### src/rtl/logic_op_engine_pkg.sv
// Shared types for the bit-serial logic-operation engine: opcodes, FSM states
// and the per-bit operation evaluator.
package logic_op_pkg;

    typedef enum logic [2:0] {
        OP_AND,
        OP_OR,
        OP_XOR,
        OP_NAND,
        OP_NOR,
        OP_XNOR,
        OP_NOTA,
        OP_BUFA
    } op_e;

    typedef enum logic [1:0] {
        IDLE,
        RUN,
        DONE
    } state_e;

    // NOTA and BUFA look only at operand A.
    function automatic logic op_bit(op_e op, logic a, logic b);
        logic r;
        case (op)
            OP_AND:  r = a & b;
            OP_OR:   r = a | b;
            OP_XOR:  r = a ^ b;
            OP_NAND: r = ~(a & b);
            OP_NOR:  r = ~(a | b);
            OP_XNOR: r = ~(a ^ b);
            OP_NOTA: r = ~a;
            default: r = a;
        endcase
        return r;
    endfunction

endpackage

### src/rtl/logic_op_engine_if.sv
// Command/response handshake bundle between an initiator and the engine.
interface logic_op_engine_if #(
    parameter int WIDTH = 8
);
    localparam int CNT_W = $clog2(WIDTH + 1);

    logic             cmd_valid;
    logic             cmd_ready;
    logic [2:0]       cmd_op;
    logic [WIDTH-1:0] cmd_a;
    logic [WIDTH-1:0] cmd_b;
    logic             rsp_valid;
    logic             rsp_ready;
    logic [WIDTH-1:0] rsp_data;
    logic [CNT_W-1:0] rsp_ones;
    logic [2:0]       rsp_op;

    modport master (
        output cmd_valid, cmd_op, cmd_a, cmd_b, rsp_ready,
        input  cmd_ready, rsp_valid, rsp_data, rsp_ones, rsp_op
    );

    modport slave (
        input  cmd_valid, cmd_op, cmd_a, cmd_b, rsp_ready,
        output cmd_ready, rsp_valid, rsp_data, rsp_ones, rsp_op
    );

endinterface

### src/rtl/logic_op_engine_bit.sv
// Combinational single-bit evaluator used by the serial datapath.
module logic_op_bit
    import logic_op_pkg::*;
(
    input  op_e  op,
    input  logic a,
    input  logic b,
    output logic y
);

    assign y = op_bit(op, a, b);

endmodule

### src/rtl/logic_op_engine.sv
// Bit-serial multi-bit logic engine: accepts a command, evaluates one bit per
// clock LSB first, then presents the result and its population count.
module logic_op_engine
    import logic_op_pkg::*;
#(
    parameter int WIDTH = 8
)
(
    input  logic               clk,
    input  logic               reset,
    logic_op_engine_if.slave   bus,
    output logic               busy
);

    localparam int CNT_W = $clog2(WIDTH + 1);
    localparam int IDX_W = (WIDTH > 1) ? $clog2(WIDTH) : 1;

    state_e           state_reg, state_next;
    logic [WIDTH-1:0] a_reg, b_reg;
    logic [WIDTH-1:0] acc_reg, acc_next;
    logic [CNT_W-1:0] ones_reg, ones_next;
    op_e              op_reg;
    logic [IDX_W-1:0] bit_idx_reg;
    logic [WIDTH-1:0] rsp_data_reg;
    logic [CNT_W-1:0] rsp_ones_reg;
    logic [2:0]       rsp_op_reg;
    logic             rsp_valid_reg;
    logic             busy_reg;
    logic             bit_val;
    logic             last_bit;

    logic_op_bit u_bit (
        .op (op_reg),
        .a  (a_reg[0]),
        .b  (b_reg[0]),
        .y  (bit_val)
    );

    assign last_bit = (bit_idx_reg == IDX_W'(WIDTH - 1));

    always_ff @(posedge clk) begin
        if (reset) begin
            state_reg <= IDLE;
        end else begin
            state_reg <= state_next;
        end
    end

    always_comb begin
        state_next = state_reg;
        // New bit enters at the MSB so after WIDTH shifts bit i lands at i.
        acc_next            = acc_reg >> 1;
        acc_next[WIDTH-1]   = bit_val;
        ones_next           = ones_reg + CNT_W'(bit_val);
        case (state_reg)
            IDLE:    if (bus.cmd_valid) state_next = RUN;
            RUN:     if (last_bit)      state_next = DONE;
            DONE:    if (bus.rsp_ready) state_next = IDLE;
            default: state_next = IDLE;
        endcase
    end

    always_ff @(posedge clk) begin
        if (reset) begin
            a_reg         <= '0;
            b_reg         <= '0;
            op_reg        <= OP_AND;
            acc_reg       <= '0;
            ones_reg      <= '0;
            bit_idx_reg   <= '0;
            rsp_data_reg  <= '0;
            rsp_ones_reg  <= '0;
            rsp_op_reg    <= '0;
            rsp_valid_reg <= 1'b0;
            busy_reg      <= 1'b0;
        end else begin
            busy_reg      <= (state_next != IDLE);
            rsp_valid_reg <= (state_next == DONE);
            case (state_reg)
                IDLE: begin
                    if (bus.cmd_valid) begin
                        a_reg       <= bus.cmd_a;
                        b_reg       <= bus.cmd_b;
                        op_reg      <= op_e'(bus.cmd_op);
                        acc_reg     <= '0;
                        ones_reg    <= '0;
                        bit_idx_reg <= '0;
                    end
                end
                RUN: begin
                    a_reg       <= a_reg >> 1;
                    b_reg       <= b_reg >> 1;
                    acc_reg     <= acc_next;
                    ones_reg    <= ones_next;
                    bit_idx_reg <= bit_idx_reg + IDX_W'(1);
                    // Response registers change only here, so they hold
                    // through IDLE and the next RUN.
                    if (last_bit) begin
                        rsp_data_reg <= acc_next;
                        rsp_ones_reg <= ones_next;
                        rsp_op_reg   <= op_reg;
                    end
                end
                default: ;
            endcase
        end
    end

    assign bus.cmd_ready = (state_reg == IDLE);
    assign bus.rsp_valid = rsp_valid_reg;
    assign bus.rsp_data  = rsp_data_reg;
    assign bus.rsp_ones  = rsp_ones_reg;
    assign bus.rsp_op    = rsp_op_reg;
    assign busy          = busy_reg;

endmodule

### src/flat_wrapper.sv
// flat-port wrapper written by rule: the top's interface ports become plain ports
module logic_op_engine_flat import logic_op_pkg::*;
#(
    parameter int WIDTH = 8
)
  (clk, reset, busy, bus_cmd_valid, bus_cmd_op, bus_cmd_a, bus_cmd_b, bus_rsp_ready, bus_cmd_ready, bus_rsp_valid, bus_rsp_data, bus_rsp_ones, bus_rsp_op);
  logic_op_engine_if #(.WIDTH(WIDTH)) bus_i ();
  input  logic clk;
  input  logic reset;
  output logic busy;
  input wire logic [$bits(bus_i.cmd_valid)-1:0] bus_cmd_valid;
  input wire logic [$bits(bus_i.cmd_op)-1:0] bus_cmd_op;
  input wire logic [$bits(bus_i.cmd_a)-1:0] bus_cmd_a;
  input wire logic [$bits(bus_i.cmd_b)-1:0] bus_cmd_b;
  input wire logic [$bits(bus_i.rsp_ready)-1:0] bus_rsp_ready;
  output wire logic [$bits(bus_i.cmd_ready)-1:0] bus_cmd_ready;
  output wire logic [$bits(bus_i.rsp_valid)-1:0] bus_rsp_valid;
  output wire logic [$bits(bus_i.rsp_data)-1:0] bus_rsp_data;
  output wire logic [$bits(bus_i.rsp_ones)-1:0] bus_rsp_ones;
  output wire logic [$bits(bus_i.rsp_op)-1:0] bus_rsp_op;
  assign bus_i.cmd_valid = bus_cmd_valid;
  assign bus_i.cmd_op = bus_cmd_op;
  assign bus_i.cmd_a = bus_cmd_a;
  assign bus_i.cmd_b = bus_cmd_b;
  assign bus_i.rsp_ready = bus_rsp_ready;
  assign bus_cmd_ready = bus_i.cmd_ready;
  assign bus_rsp_valid = bus_i.rsp_valid;
  assign bus_rsp_data = bus_i.rsp_data;
  assign bus_rsp_ones = bus_i.rsp_ones;
  assign bus_rsp_op = bus_i.rsp_op;
  logic_op_engine #(.WIDTH(WIDTH)) u_core (.clk(clk), .reset(reset), .bus(bus_i), .busy(busy));
endmodule
### config.mk
export PLATFORM = sky130hd
export DESIGN_NAME = logic_op_engine_flat
export DESIGN_NICKNAME = d
export VERILOG_FILES = /design/src/rtl/logic_op_engine_pkg.sv /design/src/rtl/logic_op_engine_if.sv /design/src/rtl/logic_op_engine_bit.sv /design/src/rtl/logic_op_engine.sv /design/src/flat_wrapper.sv
export SDC_FILE = /design/constraint.sdc
export NUM_CORES = 1
export LEC_CHECK = 0
export BUFFER_PORTS_ARGS = -buffer_cell sky130_fd_sc_hd__buf_4
export CORE_ASPECT_RATIO = 0.5
export CORE_MARGIN = 3
export CORE_UTILIZATION = 49
export DETAILED_ROUTE_END_ITERATION = 8
export PLACE_DENSITY = 0.79
export SYNTH_ARGS = -nofsm -noshare
export SYNTH_HDL_FRONTEND = slang
export SYNTH_SLANG_ARGS = --single-unit
### constraint.sdc
create_clock -name clk -period 2.2 [get_ports clk]
set_input_delay 0.44 -clock clk [delete_from_list [all_inputs] [get_ports clk]]
set_output_delay 0.44 -clock clk [all_outputs]
set_load 0.05 [all_outputs]
==> results.cfg <==
[critical_path]
critical_path_peak_fanout = 3
timing.critical_path.to_type = flip-flop
critPathSlowestCell = sky130_fd_sc_hd__dfxtp_2
path_cells = inv_1, ha_4, mux2_4, o211a_1, nor2_2, ha_4, nand3_4, a21o_1, a21oi_2, nor2_1
critPathMostFrequentCell = sky130_fd_sc_hd__ha_4
critPathKind = reg2reg
cp-start-kind = flip-flop
timing.critical_path.required_ns = 2.38
crit_arrival_ns = 2.23
slowest_delay_ns = 0.33

[global_route]
gr-usage-all-layers_pct = 18.5
grt_max_degree = 54
grt_first_pass_wirelength_mm = 7.87
grt_antenna_before_repair = 0
grt_remaining_overflow = 0
grt_pass1_vias = 1776

[logic_synthesis]
adder_cell_area_share_of_the_yosys_netlist_pct = 3.35
yosysUniqueCellTypes = 33
synth_area_per_cell_um2 = 8.11
synth.cell_area_um2 = 2240
number_of_flops_mapped_to_enable_cells_by_yosys = 0
synth.area.mux_share_pct = 1.84
synth_nets = 305
largest_family_of_logic_cells_by_synthesized_area = simple AND/OR/NAND/NOR gates
synth_seq_cells = 52
yosysWarningCount = 0
synth_flop_cell = sky130_fd_sc_hd__dfxtp_1
synthSimpleGateAreaFrac_pct = 26.8
synthCells = 276
synth_xor_area_share_pct = 0.782
portion_of_the_post_synthesis_area_used_by_sequential_elements_pct = 46.5
synth_compound_area_share_pct = 15.8
synth_async_sr_flop_share_pct = 0

[place]
pre_cts_ws_ns = -0.0398
globalplace.congestion = 0.765
numPortBuffers = 40
detailedPlacementHpwl_mm = 3.06
place_inst = 353

[sta]
max_freq_ghz = 0.488
final_period_minus_worst_setup_slack_ns = 2.05
tightest_slew_ns = 0.621
setup_slack_ns = 0.151
grt_setup_unrepaired = no
final-hold-violation-count = 0
fin_skew_ns = 0.00970
relSlewSlack_pct = 58.6
timing.setup.tns_ns = 0
report.final.setup_viol = 0
final_min_period_over_clock_period_pct = 93.1
timing_max_transition_violations_final = 0

[detailed_routing]
postRouteAntennaNets = 0
finalWirelength_mm = 4.77
vias = 1914
drt_first_pass_iters = 4
detailed_route_iter0_violations = 106
wl_per_cell_um = 13.1
drt-vias-per-instance = 5.26
drc = 0

[clocking]
clock-sinks = 52
cts.htree.levels = 2
cts-buffers-inserted = 5
cts-root-to-sink-buffers = 2
cts.reportedPaths.clkPinSlew_ns = 0.10
tritoncts = built
cts.root.buffer_cell = sky130_fd_sc_hd__clkbuf_8
insertion_delay_ns = 0.31

[floorplanning]
placementRows = 16
die-height_um = 53.8
die_width_um = 102
core_area_um2 = 4140
die-area_um2 = 5470
ioPinCount = 41
start_util_pct = 54.0

[cells_and_area]
fill_cells = 338
flow.area_growth_from_synthesis_pct = 21.1
insertedDiodeCount = 0
drive_above_1_share_pct = 22.6
fin_util_pct = 65.4
layoutNonFillerInstCount = 364
nets = 338

[pwr]
leakagePower_nw = 1.12
ir_drop_uv = 309
power_density_relative_to_cell_area_nw_per_um2 = 664

[worst_hold_path]
timing.hold.worst.class = in2reg

[run]
max-cap-violations = 0

[run_status]
run_status = finished, final reports clean
-- final cells by class --
class,count,area (µm²),share of cell area (%)
inverters,2,7.51,0.277
well taps,54,67.6,2.49
multi-input cells,201,1150,42.5
clock buffers,5,68.8,2.54
clock inverters,3,18.8,0.692
repair buffers,47,353,13.0
flip-flops and latches,52,1040,38.5
-- synth_stat cells (3+ instances only) --
| master | count | share of area [%] |
|---|---|---|
| sky130_fd_sc_hd__a21oi_1 | 30 | 6.7 |
| sky130_fd_sc_hd__dfxtp_1 | 52 | 46 |
| sky130_fd_sc_hd__ha_1 | 6 | 3.4 |
| sky130_fd_sc_hd__clkbuf_1 | 7 | 1.2 |
| sky130_fd_sc_hd__a211oi_1 | 5 | 1.7 |
| sky130_fd_sc_hd__mux2i_1 | 3 | 1.3 |
| sky130_fd_sc_hd__nor2_1 | 65 | 11 |
| sky130_fd_sc_hd__nand2_1 | 28 | 4.7 |
| sky130_fd_sc_hd__nor3_1 | 13 | 2.9 |
| sky130_fd_sc_hd__nor2b_1 | 14 | 3.9 |
| sky130_fd_sc_hd__nand3b_1 | 3 | 1.0 |
| sky130_fd_sc_hd__nand2b_1 | 3 | 0.84 |
| sky130_fd_sc_hd__buf_2 | 11 | 2.5 |
| sky130_fd_sc_hd__a22oi_1 | 12 | 4.0 |
-- power by group --
group	internal [mW]	switching, mW	total [mW]
Combinational	0.118	0.136	0.254
Clock	0.222	0.318	0.541
Sequential	0.978	0.0257	1.00
Total	1.32	0.480	1.80
-- metrics by stage --
stage / cell area [µm²] / hold WS [ns] / total power, mW
5_1_grt: 2710 / 0.384 / 1.88
2_1_floorplan: 2240 / 0.432 / 1.18
3_5_place_dp: 2530 / 0.449 / 1.25
3_3_place_gp: 2530 / 0.443 / 1.24
6_report: 2710 / 0.379 / 1.80
4_1_cts: 2640 / 0.363 / 1.79
-- metal layers --
metal	track usage, %	wire length, µm	up-vias
met4	7.06	56	0
met1	23.7	2350	880
met2	31.4	2160	40
li1	-	-	989
met3	3.62	201	5
met5	0	0	-
-- cells by family (layout without fill, tap and decap cells) --
family	count (synthesis)	after routing
xor gates and xnor gates	2	2
AOI/OAI and AO/OA	55	55
adders and majority gates	6	6
muxes	4	4
buffers and inverters	23	57
and+or+nand+nor	134	134
DFF	52	52
-- critical path: cells and delay by family (launching register included) --
family                     cells  cell delay (ns)
and+or+nand+nor                3             0.30
AOI/OAI and AO/OA              3             0.53
DFF                            1             0.33
buffers and inverters          1             0.11
muxes                          1             0.26
adders and majority gates      2             0.40
-- repair_timing --
action	in CTS	in global routing
cloned	0	0
setup buffers	1	2
pin swaps	2	5
endpoints found under the setup margin	3	5
resized for setup	5	9
hold buffers	0	0
-- worst paths after layout --
check / start / endpoint / slack [ns] / cells after the start
setup / recovery: u_core.b_reg[0] / u_core.ones_reg[3] / 0.15 / 10
hold / removal: bus_cmd_b[7] / u_core.b_reg[7] / 0.38 / 3
setup reg to reg: u_core.b_reg[0] / u_core.ones_reg[3] / 0.15 / 10
hold reg to reg: u_core.acc_reg[1] / u_core.bus.rsp_data[0] / 0.46 / 2
-- cell usage in the layout (no fill, tap or decap), types with 2 or more instances in the layout --
cell                       instances
sky130_fd_sc_hd__dfxtp_2           2
sky130_fd_sc_hd__a21oi_1          29
sky130_fd_sc_hd__nand2b_1          3
sky130_fd_sc_hd__and2_1            2
sky130_fd_sc_hd__a211oi_1          5
sky130_fd_sc_hd__nand3b_1          3
sky130_fd_sc_hd__clkinv_2          2
sky130_fd_sc_hd__ha_4              3
sky130_fd_sc_hd__clkbuf_8          5
sky130_fd_sc_hd__a211oi_2          2
sky130_fd_sc_hd__buf_4            47
sky130_fd_sc_hd__nor3_1           13
sky130_fd_sc_hd__nor2b_1          14
sky130_fd_sc_hd__nor2_1           64
sky130_fd_sc_hd__a22oi_1          11
sky130_fd_sc_hd__nand2_1          28
sky130_fd_sc_hd__o41ai_1           2
sky130_fd_sc_hd__mux2i_1           3
sky130_fd_sc_hd__dfxtp_1          50
sky130_fd_sc_hd__inv_1             2
sky130_fd_sc_hd__ha_1              3
Power figures use the tool's default switching activity.
